File: src/rtl/code_arb_pkg.sv
// Shared encodings and defaults for the colour-code detector arbiter.
package code_arb_pkg;

  localparam logic [2:0] ST_IDLE    = 3'd0;
  localparam logic [2:0] ST_GRANT   = 3'd1;
  localparam logic [2:0] ST_SESSION = 3'd2;
  localparam logic [2:0] ST_UNLOCK  = 3'd3;
  localparam logic [2:0] ST_FAIL    = 3'd4;
  localparam logic [2:0] ST_LOCKOUT = 3'd5;

  typedef enum logic [2:0] {
    S_IDLE    = ST_IDLE,
    S_GRANT   = ST_GRANT,
    S_SESSION = ST_SESSION,
    S_UNLOCK  = ST_UNLOCK,
    S_FAIL    = ST_FAIL,
    S_LOCKOUT = ST_LOCKOUT
  } state_t;

  // Bit positions inside a {Red,Green,Blue} keypad bus
  localparam int BTN_RED   = 2;
  localparam int BTN_GREEN = 1;
  localparam int BTN_BLUE  = 0;

  localparam int DEF_TIMEOUT_CYC = 1000;
  localparam int DEF_MAX_FAIL    = 3;
  localparam int DEF_LOCKOUT_CYC = 5000;
  localparam int DEF_UNLOCK_CYC  = 50;

  function automatic int max3(input int a, input int b, input int c);
    int m;
    m = (a > b) ? a : b;
    return (m > c) ? m : c;
  endfunction

endpackage

File: src/rtl/code_arb_timer.sv
// Loadable down-counter with zero flag; holds at zero instead of wrapping.
module code_arb_timer #(
  parameter int W = 13
) (
  input  logic         Clk,
  input  logic         Rst_n,
  input  logic         load,
  input  logic [W-1:0] load_val,
  input  logic         dec,
  output logic         zero
);

  logic [W-1:0] count;

  always_ff @(posedge Clk or negedge Rst_n) begin
    if (!Rst_n)
      count <= '0;
    else if (load)
      count <= load_val;
    else if (dec && (count != '0))
      count <= count - 1'b1;
  end

  assign zero = (count == '0);

endmodule

File: src/rtl/code_arbiter_ctrl.sv
// Session controller sharing one colour-code detector between two keypads.
// Optional lockout after repeated failures is built when CODE_LOCKOUT_EN is defined.
module code_arbiter_ctrl
  import code_arb_pkg::*;
#(
  parameter int TIMEOUT_CYC = DEF_TIMEOUT_CYC,
  parameter int MAX_FAIL    = DEF_MAX_FAIL,
  parameter int LOCKOUT_CYC = DEF_LOCKOUT_CYC,
  parameter int UNLOCK_CYC  = DEF_UNLOCK_CYC
) (
  input  logic                          Clk,
  input  logic                          Rst_n,
  input  logic                          Req0,
  input  logic                          Req1,
  input  logic [2:0]                    Btn0,
  input  logic [2:0]                    Btn1,
  output logic                          Det_Rst,
  output logic                          Det_Start,
  output logic                          Det_Red,
  output logic                          Det_Green,
  output logic                          Det_Blue,
  input  logic                          Det_U,
  output logic [1:0]                    Grant,
  output logic                          Unlock0,
  output logic                          Unlock1,
  output logic                          Locked,
  output logic [$clog2(MAX_FAIL+1)-1:0] Fail_cnt
);

  localparam int FW = $clog2(MAX_FAIL + 1);
  localparam int TW = $clog2(max3(TIMEOUT_CYC, LOCKOUT_CYC, UNLOCK_CYC));
  localparam logic [TW-1:0] TO_LOAD  = TW'(TIMEOUT_CYC - 1);
  localparam logic [TW-1:0] UN_LOAD  = TW'(UNLOCK_CYC - 1);
`ifdef CODE_LOCKOUT_EN
  localparam logic [TW-1:0] LO_LOAD  = TW'(LOCKOUT_CYC - 1);
`endif
  localparam logic [FW-1:0] FAIL_MAX = FW'(MAX_FAIL);

  state_t          state, next_state;
  logic [1:0]      grant_q, grant_d;
  logic            rr_last_q, rr_last_d;
  logic [FW-1:0]   fail_q, fail_d;
  logic            tmr_load, tmr_dec, tmr_zero;
  logic [TW-1:0]   tmr_val;
  logic [2:0]      own_btn;
  logic            own_req, own_any;

  assign own_btn = grant_q[1] ? Btn1 : (grant_q[0] ? Btn0 : 3'b000);
  assign own_req = (grant_q[1] & Req1) | (grant_q[0] & Req0);
  assign own_any = |own_btn;

  code_arb_timer #(.W(TW)) u_timer (
    .Clk      (Clk),
    .Rst_n    (Rst_n),
    .load     (tmr_load),
    .load_val (tmr_val),
    .dec      (tmr_dec),
    .zero     (tmr_zero)
  );

  // rr_last_q = 1 means keypad 1 was served last, so keypad 0 wins the first tie
  always_ff @(posedge Clk or negedge Rst_n) begin
    if (!Rst_n) begin
      state     <= S_IDLE;
      grant_q   <= 2'b00;
      rr_last_q <= 1'b1;
      fail_q    <= '0;
    end else begin
      state     <= next_state;
      grant_q   <= grant_d;
      rr_last_q <= rr_last_d;
      fail_q    <= fail_d;
    end
  end

  always_comb begin
    next_state = state;
    grant_d    = grant_q;
    rr_last_d  = rr_last_q;
    fail_d     = fail_q;
    tmr_load   = 1'b0;
    tmr_val    = '0;
    tmr_dec    = 1'b0;
    case (state)
      S_IDLE: begin
        if (Req0 || Req1) begin
          next_state = S_GRANT;
          if (Req0 && Req1)
            grant_d = rr_last_q ? 2'b01 : 2'b10;
          else
            grant_d = Req0 ? 2'b01 : 2'b10;
        end
      end
      S_GRANT: begin
        next_state = S_SESSION;
        tmr_load   = 1'b1;
        tmr_val    = TO_LOAD;
      end
      // A detector hit outranks a simultaneous timeout or abort
      S_SESSION: begin
        if (Det_U) begin
          next_state = S_UNLOCK;
          fail_d     = '0;
          tmr_load   = 1'b1;
          tmr_val    = UN_LOAD;
        end else if ((tmr_zero && !own_any) || !own_req) begin
          next_state = S_FAIL;
          grant_d    = 2'b00;
          if (fail_q != FAIL_MAX)
            fail_d = fail_q + 1'b1;
        end else if (own_any) begin
          tmr_load = 1'b1;
          tmr_val  = TO_LOAD;
        end else begin
          tmr_dec = 1'b1;
        end
      end
      S_UNLOCK: begin
        if (tmr_zero) begin
          next_state = S_IDLE;
          rr_last_d  = grant_q[1];
          grant_d    = 2'b00;
        end else begin
          tmr_dec = 1'b1;
        end
      end
      S_FAIL: begin
        next_state = S_IDLE;
`ifdef CODE_LOCKOUT_EN
        if (fail_q == FAIL_MAX) begin
          next_state = S_LOCKOUT;
          tmr_load   = 1'b1;
          tmr_val    = LO_LOAD;
        end
`endif
      end
      S_LOCKOUT: begin
`ifdef CODE_LOCKOUT_EN
        if (tmr_zero) begin
          next_state = S_IDLE;
          fail_d     = '0;
        end else begin
          tmr_dec = 1'b1;
        end
`else
        next_state = S_IDLE;
`endif
      end
      default: next_state = S_IDLE;
    endcase
  end

  assign Det_Rst   = (state != S_GRANT) && (state != S_SESSION);
  assign Det_Start = (state == S_GRANT);
  assign Det_Red   = (state == S_SESSION) & own_btn[BTN_RED];
  assign Det_Green = (state == S_SESSION) & own_btn[BTN_GREEN];
  assign Det_Blue  = (state == S_SESSION) & own_btn[BTN_BLUE];
  assign Grant     = grant_q;
  assign Unlock0   = (state == S_UNLOCK) & grant_q[0];
  assign Unlock1   = (state == S_UNLOCK) & grant_q[1];
`ifdef CODE_LOCKOUT_EN
  assign Locked    = (state == S_LOCKOUT);
`else
  assign Locked    = 1'b0;
`endif
  assign Fail_cnt  = fail_q;

endmodule
File: config.mk
export PLATFORM = sky130hd
export DESIGN_NAME = code_arbiter_ctrl
export DESIGN_NICKNAME = d
export VERILOG_FILES = /design/src/rtl/code_arb_pkg.sv /design/src/rtl/code_arb_timer.sv /design/src/rtl/code_arbiter_ctrl.sv
export SDC_FILE = /design/constraint.sdc
export NUM_CORES = 1
export LEC_CHECK = 0
export BUFFER_PORTS_ARGS = -buffer_cell sky130_fd_sc_hd__buf_2
export CORE_MARGIN = 2
export CORE_UTILIZATION = 60
export CTS_CLUSTER_DIAMETER = 50
export DETAILED_ROUTE_END_ITERATION = 16
export GPL_TIMING_DRIVEN = 0
export PLACE_DENSITY = 0.83
export SYNTH_ARGS = -nofsm -noshare
export SYNTH_HDL_FRONTEND = slang
export SYNTH_SLANG_ARGS = --single-unit
export TNS_END_PERCENT = 5
File: constraint.sdc
create_clock -name Clk -period 3.6 [get_ports Clk]
set_input_delay 0.54 -clock Clk [delete_from_list [all_inputs] [get_ports Clk]]
set_output_delay 0.54 -clock Clk [all_outputs]
set_load 0.05 [all_outputs]
== After elaboration in Yosys (flattened, before gate mapping) ==
Index checks and enable logic that the tools add are counted.

* Add/subtract/negate cells: 2
* Eq/ne operators: 11
* Mux-type cells: 33
* Bitwise gates (word level): 8
* Reduce and logical (&&, ||, !) cells: 20

{| class="wikitable"
|+ Operator list
! operator !! number
|-
| $mux 10 || 3
|-
| $mux 13 || 2
|-
| $mux 2 || 10
|-
| $pmux 10 s2 || 1
|-
| $mux 3 || 6
|-
| $logic_not 13->1 || 1
|-
| $reduce_bool 13->1 || 1
|-
| $sub 13x1->13 const B || 1
|-
| $pmux 3 s4 || 1
|-
| $ne 2x2->1 const B || 5
|-
| $and 1x1->1 || 7
|-
| $mux 1 || 7
|-
| $eq 3x2->1 const B || 2
|-
| $pmux 2 s3 || 1
|-
| $reduce_and 3->1 || 2
|-
| $reduce_bool 2->1 || 3
|-
| $reduce_and 5->1 || 1
|-
| $logic_and 1x1->1 || 4
|-
| $pmux 1 s2 || 2
|-
| $eq 3x1->1 const B || 1
|-
| $logic_not 3->1 || 1
|-
| $ne 3x1->1 const B || 1
|-
| $ne 3x2->1 const B || 1
|-
| $ne 3x3->1 const B || 1
|-
| 7 further kinds || 9
|}

* Register bits: 21
* Logic and storage cells: 79

== Longest topological paths before layout ==
Gate-level depths: netlist of run 1.

* Depth in word-level cells: 12
* Mapped depth: 7
* Depth with buffers taken out: 7

== Hierarchy ==
From an unflattened synthesis of run 1, not the netlist that was laid out.

* Cell total of the unflattened synthesis: 182
* Area, all modules: 1512.7 µm²

{| class="wikitable"
|+ Modules (own cells, without submodules)
! module !! times used !! cells each !! area an instance (µm²) !! sequential area each (µm²)
|-
| code_arb_timer || 1 || 103 || 898.4 || 325.3
|-
| code_arbiter_ctrl || 1 || 79 || 614.3 || 201.4
|}

== Worst setup path after synthesis of run 1 ==
OpenSTA, ideal clock, no wires.

* Path type: flip-flop to output port
* Start: register state[2]
* End: output port Det_Blue
* Arrival: 1819 ps
* Required time: 3060 ps
* Slack: 1241 ps
* Stages on the path, launching flop included: 5
* Cells stage by stage: dfrtp_1 -> clkbuf_1 -> or3b_1 -> clkbuf_1 -> a21oi_1

* Longest elaborated chain between the ends: 2

{| class="wikitable"
|+ RTL lines
! element !! RTL line !! RTL
|-
| start: declaration || code_arbiter_ctrl.sv:39 || <nowiki>state_t state, next_state;</nowiki>
|-
| start signal: assignment || code_arbiter_ctrl.sv:69 || <nowiki>state <= next_state;</nowiki>
|-
| $eq 3x2->1 || code_arbiter_ctrl.sv:157 || <nowiki>assign Det_Blue = (state == S_SESSION) & own_btn[BTN_BLUE];</nowiki>
|-
| $and 1x1->1 || code_arbiter_ctrl.sv:157 ||
|-
| end: declaration || code_arbiter_ctrl.sv:21 || <nowiki>output logic Det_Blue,</nowiki>
|}

No other way between the ends.

== Final worst setup path of run 1 ==
* Start: register state[2]
* End: output port Det_Rst

* Longest elaborated chain between the ends: 2

{| class="wikitable"
|+ RTL lines
! element !! RTL line !! RTL
|-
| $ne 3x1->1 / $ne 3x2->1 (equally long branches) || code_arbiter_ctrl.sv:153 || <nowiki>assign Det_Rst = (state != S_GRANT) && (state != S_SESSION);</nowiki>
|-
| $logic_and 1x1->1 * || code_arbiter_ctrl.sv:153 ||
|-
| end: declaration || code_arbiter_ctrl.sv:17 || <nowiki>output logic Det_Rst,</nowiki>
|}

Mark *: on every way between the ends. The rest lies on a longest branch, timed or not.

==> reports/summary.txt, run 1 <==
======================================================================================
Starting Density                                                                 64.7%
Clock Skew                                                                   0.0120 ns
Routability Congestion                                                           0.922
Count of fill cells added during filler insertion                                  174
Global-route wire length before repair                                         5460 um
Slowest cell on the critical path                                         sky130_fd_sc_hd__nor3_1
Final hold violations                                                                0
Per-cell routed wire length                                                    14.7 um
Fraction of registers with async set or reset after synthesis                     100%
Final cycle utilization of the critical path                                     69.6%
Sequential standard cell area                                                  527 um2
Share of final-layout standard cells stronger than drive strength 1              18.6%
Highest achievable clock rate                                                  399 MHz
Total length of routed wires                                                   3330 um
Worst setup path end                                                           Det_Rst
Crit-path cells                                                           clkbuf_1, nor3_1, nor2_1, buf_2
Worst hold slack after final layout                                           0.146 ns
Per-cell via count in the routed design                                           6.27
Crit. path cell count                                                                4
Count of vias placed by the detailed router                                       1424
Number of global-route vias before repair                                         1286
Startpoint-to-endpoint class of the critical path                              reg2out
Type of element capturing the critical path                               primary output
Most instantiated flip-flop cell in the synthesis netlist                 sky130_fd_sc_hd__dfrtp_1
Highest metal layer with signal wires                                             met4
Number of distinct standard cells referenced by the synthesized netlist             52
Seq/Total Area, Yosys                                                            35.8%
Number of sinks on the clock net                                                    21
Die Span X                                                                     53.5 um
Count of pins over their slew limit                                                  0
Detailed-routed wire length on met3                                             171 um
Clock Tree Root                                                           sky130_fd_sc_hd__clkbuf_4
Post-synthesis to final-layout area growth                                       11.3%
RSZ-0062 raised after global routing                                                no
Critical path startpoint category                                             register
Pwr per Cell Area                                                           922 nW/um2
Maximum number of pins on one net before global-route repair                        22
Crit path max fanout                                                                 9
IO buf count                                                                        21
Worst min path class                                                          in2async
Fin crit period                                                                2.50 ns
Crit path required time                                                        3.06 ns
Length of the first detailed-routing pass in iterations                              4
Standard cell core area                                                       2280 um2
Total clock buffers created by CTS                                                   3
Initial antenna violation count                                                      0
Insertion delay to the later sink of the worst-skew pair                       0.32 ns
Slowest stage delay, CP                                                        0.71 ns
Half-perimeter wire length after placement                                     2510 um
Beginning of the worst register-to-register path                          u_timer.count[0]
FP Rows                                                                             17
Top cell family by delay on the critical path                             simple AND/OR/NAND/NOR gates
Met2 routed WL                                                                 1610 um
Net Count, Synth                                                                   187
Count of inserted antenna diode cells                                                0
Post-CTS setup buffer count                                                          0
Post-Synthesis Cells                                                               174
Post-synthesis register bit count                                                   21
Final setup violation count                                                          0
Portion of synthesized cell area occupied by the leading cell type               34.0%
Mean area per synthesized cell                                                8.46 um2
Total GRT Usage                                                                  26.6%
Synth warn                                                                           0
Number of enable-type register cells in the synthesized netlist                      0
Origin of the worst setup path                                                state[2]
Area of combinational cells with multiple inputs                               862 um2
Accumulated negative setup slack                                                  0 ns
Worst r2r dst                                                             u_timer.count[0]
Synth area leaders                                                        sky130_fd_sc_hd__dfrtp_1, sky130_fd_sc_hd__a21oi_1, sky130_fd_sc_hd__o21ai_0
Drt first-iter violations                                                           44
Met1 Wirelength                                                                1490 um
Slew at the pin with the worst max-slew slack                                 0.843 ns
CTS tree                                                                         built
Dominant cell type by area after synthesis                                sky130_fd_sc_hd__dfrtp_1
Post-cts resize count                                                                0
IO Pins                                                                             23
Depth of the worst register-to-register path                                         7
Final ANT Viol Nets                                                                  0
Combined area of all synthesized cells                                        1470 um2
Clock Pin Slew Worst Setup and Hold Paths                                      0.12 ns
Count of nets after finishing                                                      213
Residual DRC                                                                         0
Number of violations of the max-capacitance limit                                    0
Finished Core Util                                                               72.0%
CP bufs+invs                                                                         2
Max IR drop VDD                                                                 698 uV
Number of hold buffers added after CTS                                               0
P_leak                                                                        0.731 nW
Overflow left after global routing                                                   0
Relative slew margins                                                            43.4%
CTS H-Tree Depth                                                                     1
Arrival time at the worst endpoint                                             1.96 ns
Die height                                                                     53.5 um
Outcome                                                                   finished, final reports clean
Die ar.                                                                       2870 um2
Register-to-Register Setup Slack                                               1.16 ns
Worst-case clock buffer depth                                                        2
======================================================================================
report_power, final:
part	leakage [nW]	internal (mW)	total (mW)	switching (mW)
sequential	0.255	0.331	0.434	0.104
clock	0.0150	0.0434	0.117	0.0733
combinational	0.461	0.320	0.961	0.641
total	0.731	0.694	1.51	0.818
cell type report:
type / instances / area share (%)
sequential: 21 / 32.1
clock buffer: 4 / 1.60
timing repair buffer: 21 / 6.41
tap: 28 / 2.14
inverter: 12 / 2.75
multi-input combinational: 135 / 52.6
buffer: 6 / 2.37
cells in the mapped netlist (2+ instances only):
library cell               number
sky130_fd_sc_hd__inv_1         12
sky130_fd_sc_hd__a211oi_1       4
sky130_fd_sc_hd__nor4_1         4
sky130_fd_sc_hd__dfrtp_1       20
sky130_fd_sc_hd__ha_1           2
sky130_fd_sc_hd__or4_1          2
sky130_fd_sc_hd__o21ai_0       15
sky130_fd_sc_hd__clkbuf_1       2
sky130_fd_sc_hd__mux2i_1        2
sky130_fd_sc_hd__a211o_1        2
sky130_fd_sc_hd__buf_4          2
sky130_fd_sc_hd__o31ai_1        3
sky130_fd_sc_hd__a22oi_1        2
sky130_fd_sc_hd__nand4_1        4
sky130_fd_sc_hd__and2_1         2
sky130_fd_sc_hd__nand2_1       18
sky130_fd_sc_hd__nor2_1        17
sky130_fd_sc_hd__o211ai_1       3
sky130_fd_sc_hd__nor3_1         6
sky130_fd_sc_hd__o32ai_1        2
sky130_fd_sc_hd__nand3_1        2
sky130_fd_sc_hd__a21oi_1       15
sky130_fd_sc_hd__or3_1          4
per-layer routing:
metal | GRT usage (%) | up-vias
li1 | - | 705
met1 | 32.9 | 668
met2 | 45.3 | 46
met3 | 3.33 | 5
met4 | 13.7 | 0
met5 | 0 | -
worst register-to-register path: cells and delay by family (launching register included):
kind                     cells  cell delay [ns]
AND/OR/NAND/NOR              4             1.19
AO/OA/AOI/OAI                1             0.44
flip-flops                   1             0.41
adder cells (fa/ha/maj)      1             0.19
buffers and inverters        1             0.09
sequential cells by signal, summed over array words and instances, names as in the netlist:
signal	count
Grant	2
Fail_cnt	2
u_timer.count	13
rr_last_q	1
state	3
kinds of logic (layout without fill, tap and decap cells):
family / count (synthesis) / count (layout) / synth area share (%)
AO/OA/AOI/OAI: 59 / 59 / 27.5
adder cells (fa/ha/maj): 2 / 2 / 1.70
buffers and inverters: 18 / 43 / 5.69
flip-flops: 21 / 21 / 35.8
multiplexers: 4 / 4 / 2.89
other: 1 / 1 / 0.255
AND/OR/NAND/NOR: 69 / 69 / 26.2
how the worst min path moves through the flow:
stage          slack, ns           to  cells after the start       from
6_report            0.15     Grant[1]                      1      Rst_n
5_1_grt             0.19     Grant[0]                      1      Rst_n
4_1_cts             0.17  Fail_cnt[0]                      1      Rst_n
3_5_place_dp        0.50    rr_last_q                      2  rr_last_q
3_3_place_gp        0.49    rr_last_q                      2  rr_last_q
2_1_floorplan       0.24  Fail_cnt[0]                      0      Rst_n
per-stage QoR:
stage	total power, mW	instance area (um2)	setup slack, ns	instances
floorplan	1.18	1470	1.24	174
global placement	1.37	1610	1.19	223
detailed placement	1.39	1610	1.19	223
CTS	1.51	1640	1.13	227
global route	1.63	1640	0.957	227
finish	1.51	1640	1.10	227
layout by cell type (no fill, tap or decap), drive strengths merged, types with 2 or more instances in the layout:
cell type and instances:
or3 4, o32ai 2, nand4 5, nor4b 2
inv 12, nor3 6, mux2i 2, or3b 2
nand3 2, o211ai 3, mux2 2, buf 25
nor2 17, nor4 4, ha 2, or4 2
a211o 2, nand2 18, a211oi 6, and2 3
a21oi 15, dfrtp 20, a22oi 3, o31ai 3
clkbuf 6, o21ai 15
Note: power is estimated with default switching activity, not from simulation.
==> run 2, diff against run 1 <==
--- a/config.mk
+++ b/config.mk
@@ -5,13 +5,15 @@
 export SDC_FILE = /design/constraint.sdc
 export NUM_CORES = 1
 export LEC_CHECK = 0
+export ABC_AREA = 1
 export BUFFER_PORTS_ARGS = -buffer_cell sky130_fd_sc_hd__buf_2
+export CORE_ASPECT_RATIO = 2
 export CORE_MARGIN = 2
-export CORE_UTILIZATION = 60
+export CORE_UTILIZATION = 56
 export CTS_CLUSTER_DIAMETER = 50
 export DETAILED_ROUTE_END_ITERATION = 16
 export GPL_TIMING_DRIVEN = 0
-export PLACE_DENSITY = 0.83
+export PLACE_DENSITY = 0.78
 export SYNTH_ARGS = -nofsm -noshare
 export SYNTH_HDL_FRONTEND = slang
 export SYNTH_SLANG_ARGS = --single-unit
==> constraint.sdc (replaced) <==
create_clock -name Clk -period 2.59 [get_ports Clk]
set_input_delay 0.3885 -clock Clk [delete_from_list [all_inputs] [get_ports Clk]]
set_output_delay 0.3885 -clock Clk [all_outputs]
set_load 0.05 [all_outputs]
==> run 2 against run 1 <==
Core utilization shrank 7.7 points; hold slack lost 0.071 ns; synthesized cell count grew 34%; clock skew shrank 0.0097 ns; critical path depth grew 3; highest routed layer unchanged.
==> reports/summary.txt, run 2 <==
=================================================================================================================
Total clock buffers created by CTS                                                                              3
Pwr per Cell Area                                                                                     1490 nW/um2
Length of the first detailed-routing pass in iterations                                                         4
Portion of synthesized cell area occupied by the leading cell type                                          32.3%
Worst min path class                                                                                     in2async
Fin crit period                                                                                           2.17 ns
Register ranked first by flip-flop count                                                             u_timer.count
Flip-flop count of the largest register, all copies and words added                                            13
Register-to-Register Setup Slack                                                                          0.64 ns
Compound-Gate Fraction of Synth Area                                                                        6.95%
Area of combinational cells with multiple inputs                                                          865 um2
Worst-case clock buffer depth                                                                                   2
Synth area leaders                                                                                   sky130_fd_sc_hd__dfrtp_1, sky130_fd_sc_hd__nand2_1, sky130_fd_sc_hd__inv_1
Half-perimeter wire length after placement                                                                2860 um
P_leak                                                                                                   0.987 nW
Maximum number of pins on one net before global-route repair                                                   22
Number of hold buffers added after CTS                                                                          0
Combined area of all synthesized cells                                                                   1550 um2
Per-cell via count in the routed design                                                                      5.15
Post-synthesis to final-layout area growth                                                                  12.4%
Total length of routed wires                                                                              3690 um
Total power                                                                                               2.60 mW
Insertion delay to the later sink of the worst-skew pair                                                  0.27 ns
Critical path startpoint category                                                                        register
Standard cell core area                                                                                  2700 um2
Overflow left after global routing                                                                              0
CTS tree                                                                                                    built
Leading registers by flop count                                                                      u_timer.count (13), state (3)
Count of vias placed by the detailed router                                                                  1483
Post-cts resize count                                                                                           0
Origin of the worst setup path                                                                           state[2]
Most used cells in the layout excluding fill and tap cells                                           sky130_fd_sc_hd__nand2_1, sky130_fd_sc_hd__inv_1, sky130_fd_sc_hd__nor2_1
Final setup violation count                                                                                     0
Clock Tree Root                                                                                      sky130_fd_sc_hd__clkbuf_8
Fraction of the mapped netlist area in simple logic gates                                                   42.2%
Count of pins over their slew limit                                                                             0
Fraction of registers with async set or reset after synthesis                                                100%
Depth of the worst register-to-register path                                                                   12
Global-route wire length before repair                                                                    5940 um
Post-synthesis register bit count                                                                              21
Routability Congestion                                                                                      0.856
Arrival time at the worst endpoint                                                                        1.78 ns
Most frequent cells after synthesis                                                                  sky130_fd_sc_hd__nand2_1, sky130_fd_sc_hd__inv_1, sky130_fd_sc_hd__nor2_1
IO buf count                                                                                                   21
Sequential standard cell area                                                                             527 um2
Xor and xnor area share after synthesis                                                                     4.53%
Number of global-route vias before repair                                                                    1437
Initial antenna violation count                                                                                 0
Max IR drop VDD                                                                                            675 uV
Multiplexer share of the synthesized area                                                                      0%
Crit path required time                                                                                   2.20 ns
Die Span X                                                                                                41.2 um
Number of violations of the max-capacitance limit                                                               0
Final cycle utilization of the critical path                                                                83.7%
Per-cell routed wire length                                                                               12.8 um
Die height                                                                                                78.3 um
Seq/Total Area, Yosys                                                                                       34.0%
Most instantiated library cell after synthesis                                                       sky130_fd_sc_hd__nand2_1
Finished Core Util                                                                                          64.4%
Outcome                                                                                              finished, final reports clean
Crit path max fanout                                                                                            6
Post-Synthesis Cells                                                                                          234
Number of distinct standard cells referenced by the synthesized netlist                                        27
Synth warn                                                                                                      0
Cell Count, Final, Fillers Out                                                                                288
Post-CTS setup buffer count                                                                                     0
Number of sinks on the clock net                                                                               21
Starting Density                                                                                            57.3%
Number of enable-type register cells in the synthesized netlist                                                 0
Arithmetic-cell share of the synthesized area counting full adders, half adders and majority gates          1.62%
Commonest non-fill, non-tap cell in the layout                                                       sky130_fd_sc_hd__nand2_1
Total GRT Usage                                                                                             26.4%
Accumulated negative setup slack                                                                             0 ns
Die ar.                                                                                                  3230 um2
Share of final-layout standard cells stronger than drive strength 1                                         18.9%
Drt first-iter violations                                                                                      32
Mean area per synthesized cell                                                                           6.61 um2
FP Rows                                                                                                        27
Number of placed instances, taps included                                                                     284
Final ANT Viol Nets                                                                                             0
CTS H-Tree Depth                                                                                                1
Clock Pin Slew Worst Setup and Hold Paths                                                                 0.08 ns
Type of element capturing the critical path                                                          primary output
Final hold violations                                                                                           0
Count of nets after finishing                                                                                 273
Beginning of the worst register-to-register path                                                     u_timer.count[0]
Clock Skew                                                                                             0.00228 ns
RSZ-0062 raised after global routing                                                                           no
Count of inserted antenna diode cells                                                                           0
Worst r2r dst                                                                                        u_timer.count[8]
Count of fill cells added during filler insertion                                                             266
IO Pins                                                                                                        23
Setup slack after placement                                                                              0.640 ns
Residual DRC                                                                                                    0
Setup slack after layout                                                                                 0.421 ns
Most instantiated flip-flop cell in the synthesis netlist                                            sky130_fd_sc_hd__dfrtp_1
Highest achievable clock rate                                                                             461 MHz
Net Count, Synth                                                                                              247
Largest family of logic cells by synthesized area                                                    simple AND/OR/NAND/NOR gates
Startpoint-to-endpoint class of the critical path                                                         reg2out
Dominant cell type by area after synthesis                                                           sky130_fd_sc_hd__dfrtp_1
=================================================================================================================
[run 2: cell count changes after synthesis, sizes merged, moves of 5 or more]
cell / previous run / this run
a21oi: 15 / 8
nor3: 6 / 1
nand2: 18 / 84
nand3: 2 / 24
a211oi: 6 / 0
nor2: 17 / 34
o21ai: 15 / 10
xor2: 0 / 6
inv: 12 / 32
[run 2: where the power goes]
part / internal, mW / leakage (nW) / switching, mW
clock: 0.110 / 0.0228 / 0.114
sequential: 0.488 / 0.264 / 0.172
combinational: 0.558 / 0.700 / 1.16
[run 2: cells by family after synthesis]
group           Yosys count
compound gates           19
xor+xnor                  8
fa+ha+maj                 2
buf+inv                  36
flops                    21
other cells               1
simple gates            147
[run 2: stage by stage]
step                hold slack (ns)  cell area (um2)
finish                       0.0753             1740
global route                  0.120             1740
CTS                          0.0937             1740
detailed placement            0.382             1690
global placement              0.380             1690
floorplan                    0.0929             1550
[run 2: worst max-delay path, stage by stage (launching register included)]
cell and delay [ns]:
sky130_fd_sc_hd__dfrtp_1 0.41, sky130_fd_sc_hd__inv_1 0.06, sky130_fd_sc_hd__nand2_1 0.11, sky130_fd_sc_hd__nor2_2 0.23, sky130_fd_sc_hd__inv_1 0.14, sky130_fd_sc_hd__nand2_1 0.27, sky130_fd_sc_hd__inv_1 0.07, sky130_fd_sc_hd__buf_2 0.21
[run 2: cell type report]
class,instances,area share [%]
clock buffer,4,2.59
sequential,21,30.3
tap,29,2.09
timing repair buffer,21,6.04
buffer,4,2.37
inverter,32,6.91
multi-input combinational,177,49.7
[run 2: worst max-delay path by stage]
stage,to,cells after the start
after global routing,Det_Rst,7
after floorplan,Det_Rst,4
final,Det_Rst,7
after detailed placement,u_timer.count[8],12
after CTS,Det_Rst,7
after global placement,u_timer.count[8],12
[run 2: routing by layer]
layer | part of all wire, % | global-route usage, % | wire, um
met3 | 3.6 | 1.69 | 131
met2 | 58 | 49.5 | 2150
met1 | 36 | 26.2 | 1310
met5 | 0 | 0 | 0
met4 | 2.5 | 11.0 | 93
